$ cat src/rtl/p_register_pkg.sv
// Shared types and sizing helpers for the modular-multiplier P accumulator.
package p_register_pkg;

    typedef enum logic [1:0] {
        P_HOLD = 2'd0,
        P_MULT = 2'd1,
        P_SUB  = 2'd2
    } p_op_t;

    // Two guard bits keep 2*acc + Y < 3M representable while acc < M.
    function automatic int acc_width(input int width);
        return width + 2;
    endfunction

endpackage

$ cat src/rtl/p_cond_sub.sv
// Combinational compare-and-subtract: diff = acc - m, borrow set when acc < m.
module p_cond_sub #(
    parameter int W = 10
) (
    input  logic [W-1:0] acc,
    input  logic [W-1:0] m,
    output logic [W-1:0] diff,
    output logic         borrow
);

    assign borrow = (acc < m);
    assign diff   = acc - m;

endmodule

$ cat src/rtl/p_register.sv
// P accumulator of the interleaved modular multiplier: P = acc[n-1:0].
// Define P_REGISTER_FULLSUB_EN to make one sub pulse reduce acc below M (2M then M).
module p_register
    import p_register_pkg::*;
#(
    parameter int n = 8
) (
    input  logic                 clk,
    input  logic                 reset,
    input  logic [n-1:0]         X,
    input  logic [n-1:0]         Y,
    input  logic [n-1:0]         M,
    input  logic [$clog2(n)-1:0] iter,
    input  logic                 mult,
    input  logic                 sub,
    output logic [n-1:0]         P
);

    localparam int W = acc_width(n);

    logic [W-1:0] acc;
    logic [W-1:0] acc_next;
    logic [W-1:0] addend;
    logic [W-1:0] sub_value;
    logic [W-1:0] m_ext;
    logic [W-1:0] diff_m;
    logic         borrow_m;
    logic [n-1:0] x_shifted;
    logic         x_bit;
    p_op_t        op;

    assign m_ext = {2'b00, M};

    // Out-of-range iter selects a zero bit rather than wrapping.
    assign x_shifted = X >> iter;
    assign x_bit     = x_shifted[0] && (int'(iter) < n);
    assign addend    = x_bit ? {2'b00, Y} : '0;

    p_cond_sub #(.W(W)) u_sub_m (
        .acc    (acc),
        .m      (m_ext),
        .diff   (diff_m),
        .borrow (borrow_m)
    );

`ifdef P_REGISTER_FULLSUB_EN
    logic [W-1:0] m2_ext;
    logic [W-1:0] diff_2m;
    logic         borrow_2m;

    assign m2_ext = {1'b0, M, 1'b0};

    p_cond_sub #(.W(W)) u_sub_2m (
        .acc    (acc),
        .m      (m2_ext),
        .diff   (diff_2m),
        .borrow (borrow_2m)
    );

    always_comb begin
        sub_value = acc;
        if (!borrow_2m) begin
            sub_value = diff_2m;
        end else if (!borrow_m) begin
            sub_value = diff_m;
        end
    end
`else
    assign sub_value = borrow_m ? acc : diff_m;
`endif

    always_comb begin
        op = P_HOLD;
        if (mult) begin
            op = P_MULT;
        end else if (sub) begin
            op = P_SUB;
        end
    end

    always_comb begin
        acc_next = acc;
        case (op)
            P_MULT:  acc_next = {acc[W-2:0], 1'b0} + addend;
            P_SUB:   acc_next = sub_value;
            default: acc_next = acc;
        endcase
    end

    always_ff @(posedge clk or negedge reset) begin
        if (!reset) begin
            acc <= '0;
        end else begin
            acc <= acc_next;
        end
    end

    assign P = acc[n-1:0];

endmodule

$ cat config.mk
export PLATFORM = sky130hd
export DESIGN_NAME = p_register
export DESIGN_NICKNAME = d
export VERILOG_FILES = /design/src/rtl/p_register_pkg.sv /design/src/rtl/p_cond_sub.sv /design/src/rtl/p_register.sv
export SDC_FILE = /design/constraint.sdc
export NUM_CORES = 1
export LEC_CHECK = 0
export CORE_MARGIN = 2
export CORE_UTILIZATION = 40
export CTS_BUF_LIST = sky130_fd_sc_hd__clkbuf_4 sky130_fd_sc_hd__clkbuf_8
export CTS_CLUSTER_DIAMETER = 150
export DETAILED_ROUTE_END_ITERATION = 12
export PLACE_DENSITY = 0.69
export SLEW_MARGIN = 30
export SYNTH_ARGS = -nofsm -noshare
export SYNTH_HDL_FRONTEND = slang
export SYNTH_HIERARCHICAL = 1
export SYNTH_SLANG_ARGS = --single-unit
$ cat constraint.sdc
create_clock -name clk -period 3.75 [get_ports clk]
set_clock_uncertainty 0.2 [all_clocks]
set_input_delay 0.375 -clock clk [delete_from_list [all_inputs] [get_ports clk]]
set_output_delay 0.375 -clock clk [all_outputs]
set_load 0.005 [all_outputs]
## Word level (Yosys, flattened, before mapping)

Cells that the tools add are included.

| word-level totals | value |
|---|---|
| word-level logic and storage cells | 15 |
| input bits | 31 |
| register bits | 10 |

| cells by class | value |
|---|---|
| equal/unequal tests | 3 |
| $lt $le $gt $ge | 1 |
| shifts and indexed selects | 1 |
| reduce and logical (&&, ||, !) cells | 2 |
| add/sub/neg operators | 2 |
| muxes and demuxes | 5 |

Operators by type and width:

| kind | count |
|---|---|
| one-hot mux 10 bit (2 select lines) | 1 |
| adder 10 x 8 -> 10 bit | 1 |
| less-than comparator 10 x 8 -> 1 bit | 1 |
| two-way mux 10 bit | 1 |
| subtractor 10 x 8 -> 10 bit | 1 |
| two-way mux 8 bit | 1 |
| >> shifter 8 x 3 -> 1 bit | 1 |
| two-way mux 2 bit | 2 |
| equality test 2 x 1 -> 1 bit (second input constant) | 1 |
| equality test 2 bit (second input constant) | 1 |
| inequality test 2 bit (second input constant) | 1 |
| AND reduction 2 bit | 1 |
| nonzero test 2 bit | 1 |

## Depth between registers and ports, before layout

| depth | value |
|---|---|
| depth after elaboration | 5 |
| gate-level depth with buffers | 14 |

## By module

Netlist, hierarchy kept.

Modules (own cells, without submodules):

| module | cells an instance | area an instance (um2) | times used |
|---|---|---|---|
| p_register | 105 | 975.9 | 1 |
| p_cond_sub | 58 | 431.7 | 1 |

## Worst setup path after synthesis

OpenSTA, ideal clock, no wires.

| timing | value |
|---|---|
| path type | input to register |
| start | input iter[0] |
| end | register acc[9] |
| path slack | 910 ps |
| data arrival time | 2,554 ps |
| setup time | 86 ps |
| path buffers | 0 |
| cell stages on the path | 11 |
| cells stage by stage | mux4_1 > mux2i_4 > and2b_1 > ha_1 > inv_1 > fa_1 > nor2b_1 > o31ai_2 > a21oi_1 > and4_1 > nor3_1 |

| on the way | value |
|---|---|
| longest elaborated chain between the ends | 4 |

RTL lines:

| what | RTL line | text |
|---|---|---|
| from (decl) | p_register.sv:13 | `input logic [$clog2(n)-1:0] iter,` |
| >> shifter 8 x 3 -> 1 bit | p_register.sv:35 | `assign x_shifted = X >> iter;` |
| two-way mux 8 bit | p_register.sv:37 | `assign addend = x_bit ? {2'b00, Y} : '0;` |
| adder 10 x 8 -> 10 bit | p_register.sv:84 | `P_MULT: acc_next = {acc[W-2:0], 1'b0} + addend;` |
| one-hot mux 10 bit (2 select lines) | p_register.sv:83 | `case (op)` |
| to (signal assigned) | p_register.sv:94 | `acc <= acc_next;` |
| to (decl) | p_register.sv:21 | `logic [W-1:0] acc;` |

No other way between the ends.
A chain may end at the register's enable or synchronous reset.

## Worst setup path after layout

Same ends and word-level chain as after synthesis.

==> flow_summary.json <==
{
  "ys_warn_count": 6,
  "die-area_um2": 4010,
  "crit_arrival_ns": 3.35,
  "ir_worst_vdd_mv": 0.195,
  "rsz0062_at_grt": "no",
  "numCtsBuffers": 3,
  "drv_slew": 0,
  "netlist_area_um2": 1410,
  "synthCells": 163,
  "antennaDiodeCount": 0,
  "setup_viol_count_final": 0,
  "num_vias": 1224,
  "worstHoldPathType": "input pin to async pin",
  "crit_path_end_kind": "register",
  "antenna_left": 0,
  "yosys.area_share.xor_xnor": 0.0622,
  "synth-compound-area-share": 0.197,
  "synthDistinctLibCells": 43,
  "path_class": "input pin to register",
  "whs_ns": 0.230,
  "routed_via_density": 5.08,
  "grt_usage": 0.169,
  "fin_nets": 247,
  "clk_pin_slew_worst_paths_ns": 0.06,
  "setup_tns_ns": 0,
  "leakage_nw": 0.838,
  "initialDrtViolationCount": 49,
  "dp_hpwl_um": 2690,
  "grt_antenna_before_repair": 0,
  "clk_latency_ns": 0.25,
  "maxSlewHeadroom": 0.660,
  "avgSynthCellArea_um2": 8.64,
  "grt-ovfl-total": 0,
  "regMostFlops": "acc",
  "cts_resized": 0,
  "critPathTopFamily": "multiplexers",
  "synth_fa_ha_area_frac": 0.180,
  "ys_seq_elements": 10,
  "fmax_mhz": 296,
  "drt_pass1_iterations": 4,
  "final.period_utilization": 0.902,
  "powerDensity_nw_per_um2": 627,
  "drt_drc_violations_left": 0,
  "grt_pass1_wl_um": 5440,
  "cpPeakStageDelay_ns": 0.61,
  "dr.max_layer_used": "met4",
  "die-height_um": 63.3,
  "grt_pass1_vias": 1287,
  "initial_utilization": 0.419,
  "place_congestion": 0.762,
  "crit_fanout": 8,
  "cp_num_buf_inv": 2,
  "synth_flop_cell": "dfrtp_1",
  "routed-wl-met3_um": 104,
  "synth_seq_area_share": 0.178,
  "die_x_um": 63.3,
  "drive_above_1_share": 0.0718,
  "cts_max_level": 1,
  "portBuffers": 38,
  "m1WireLength_um": 1360,
  "worst_path_max_delay_cell": "mux4_1",
  "synthArstFlopShare": 1.00,
  "clockRootBuffer": "clkbuf_4",
  "cp.required_ns": 3.72,
  "cp-start-kind": "input pin",
  "crit_path_cell_trace": "clkdlybuf4s50_1, mux4_1, mux2i_4, and2b_1, ha_1, inv_1, fa_1, nor2b_1, o31ai_2, a21oi_1, and4_1, nor3_1",
  "ios": 39,
  "yosys.area_share.simple": 0.150,
  "cts_tree": "done",
  "max-cap-violations": 0,
  "hold_buffers": 0,
  "reg_top3": "acc: 10 flops",
  "post_drt_wl_per_cell_um": 12.8,
  "cts.sinks": 10,
  "largest_reg_flops": 10,
  "outcome": "finished, final reports clean",
  "clk_path_buf_depth": 2,
  "synth-edff-count": 0,
  "tightest_slew_ns": 0.509,
  "grt_max_degree": 18,
  "area.growth.synth_to_final_pct": 28.4,
  "synth_top_family_by_area": "compound AO/OA/AOI/OAI gates",
  "placement_rows": 21,
  "core-area_um2": 3360,
  "layout_min_cycle_time_ns": 3.38,
  "route.met2.wl_um": 1590,
  "post_cts_buffers": 0,
  "synthMuxAreaShare": 0.133,
  "hold_viol": 0,
  "wirelength_um": 3100
}
[cells in the mapped netlist (3+ instances only)]
cell       n  share of area
ha_1      17           0.15
inv_1     17          0.045
dfrtp_1   10           0.18
nor2_1    10          0.027
o21ai_0   10          0.036
mux2i_1    9          0.064
buf_4      8          0.043
nand2_1    8          0.021
a21oi_1    7          0.025
xor2_1     6          0.037
nand2b_1   5          0.022
nor2b_1    5          0.022
a211oi_1   4          0.021
xnor2_1    4          0.025
and2b_1    3          0.016
nor3_1     3          0.011
o22ai_1    3          0.013
[through the flow]
stage | worst slack [ns] | std cells | total power, mW | instance area (µm²) | util
after CTS | 0.368 | 241 | 1.14 | 1810 | 0.537
after detailed placement | 0.102 | 238 | 1.06 | 1780 | 0.531
after floorplan | 0.910 | 164 | 0.863 | 1410 | -
after global placement | 0.188 | 238 | 1.03 | 1780 | 0.531
after global routing | 0.140 | 241 | 1.24 | 1810 | 0.537
final | 0.368 | 241 | 1.13 | 1810 | 0.537
[final cells by class]
cell class,instances,area [µm²]
Fill cell,335,1560
Sequential cell,10,250
Inverter,17,63.8
Clock buffer,3,22.5
Multi-Input combinational cell,126,1020
Timing Repair Buffer,39,388
Tap cell,46,57.6
[cell families after synthesis]
family | Yosys count
AO/OA/AOI/OAI | 41
XOR/XNOR | 10
adder cells (fa/ha/maj) | 19
buffers and inverters | 28
flip-flops | 10
multiplexers | 14
other | 1
AND/OR/NAND/NOR | 40
[per-layer routing]
| metal | track usage | vias up |
|---|---|---|
| li1 | - | 643 |
| met1 | 0.194 | 548 |
| met3 | 0.0161 | 4 |
| met5 | 0 | - |
| met4 | 0.0734 | 0 |
| met2 | 0.313 | 29 |
[worst paths after layout]
path,startpoint,end,slack (ns),cells after the start
max,iter[0],acc[9],0.37,12
min,reset,acc[0],0.23,1
max reg2reg,acc[0],acc[0],0.61,12
min reg2reg,acc[0],acc[1],0.49,3
max in group asynchronous,reset,acc[9],2.81,1
min in group clk,Y[0],acc[0],0.49,3
[report_power, final]
group	internal [mW]	switching, mW	leakage (nW)
Clock	0.0369	0.0326	0.0138
Combinational	0.433	0.392	0.703
Sequential	0.160	0.0788	0.121
[layout by cell type, fill, tap and decap left out, drive strengths merged, types with 4 or more instances in the layout]
master	synthesis	layout
clkdlybuf4s50	0	38
inv	17	17
ha	17	17
o21ai	11	11
nor2	10	10
dfrtp	10	10
mux2i	10	10
nand2	8	8
a21oi	8	8
xor2	6	6
nand2b	5	5
nor2b	5	5
a211oi	5	5
xnor2	4	4
and2b	4	4
No activity file was read; power rests on OpenSTA's default activity.
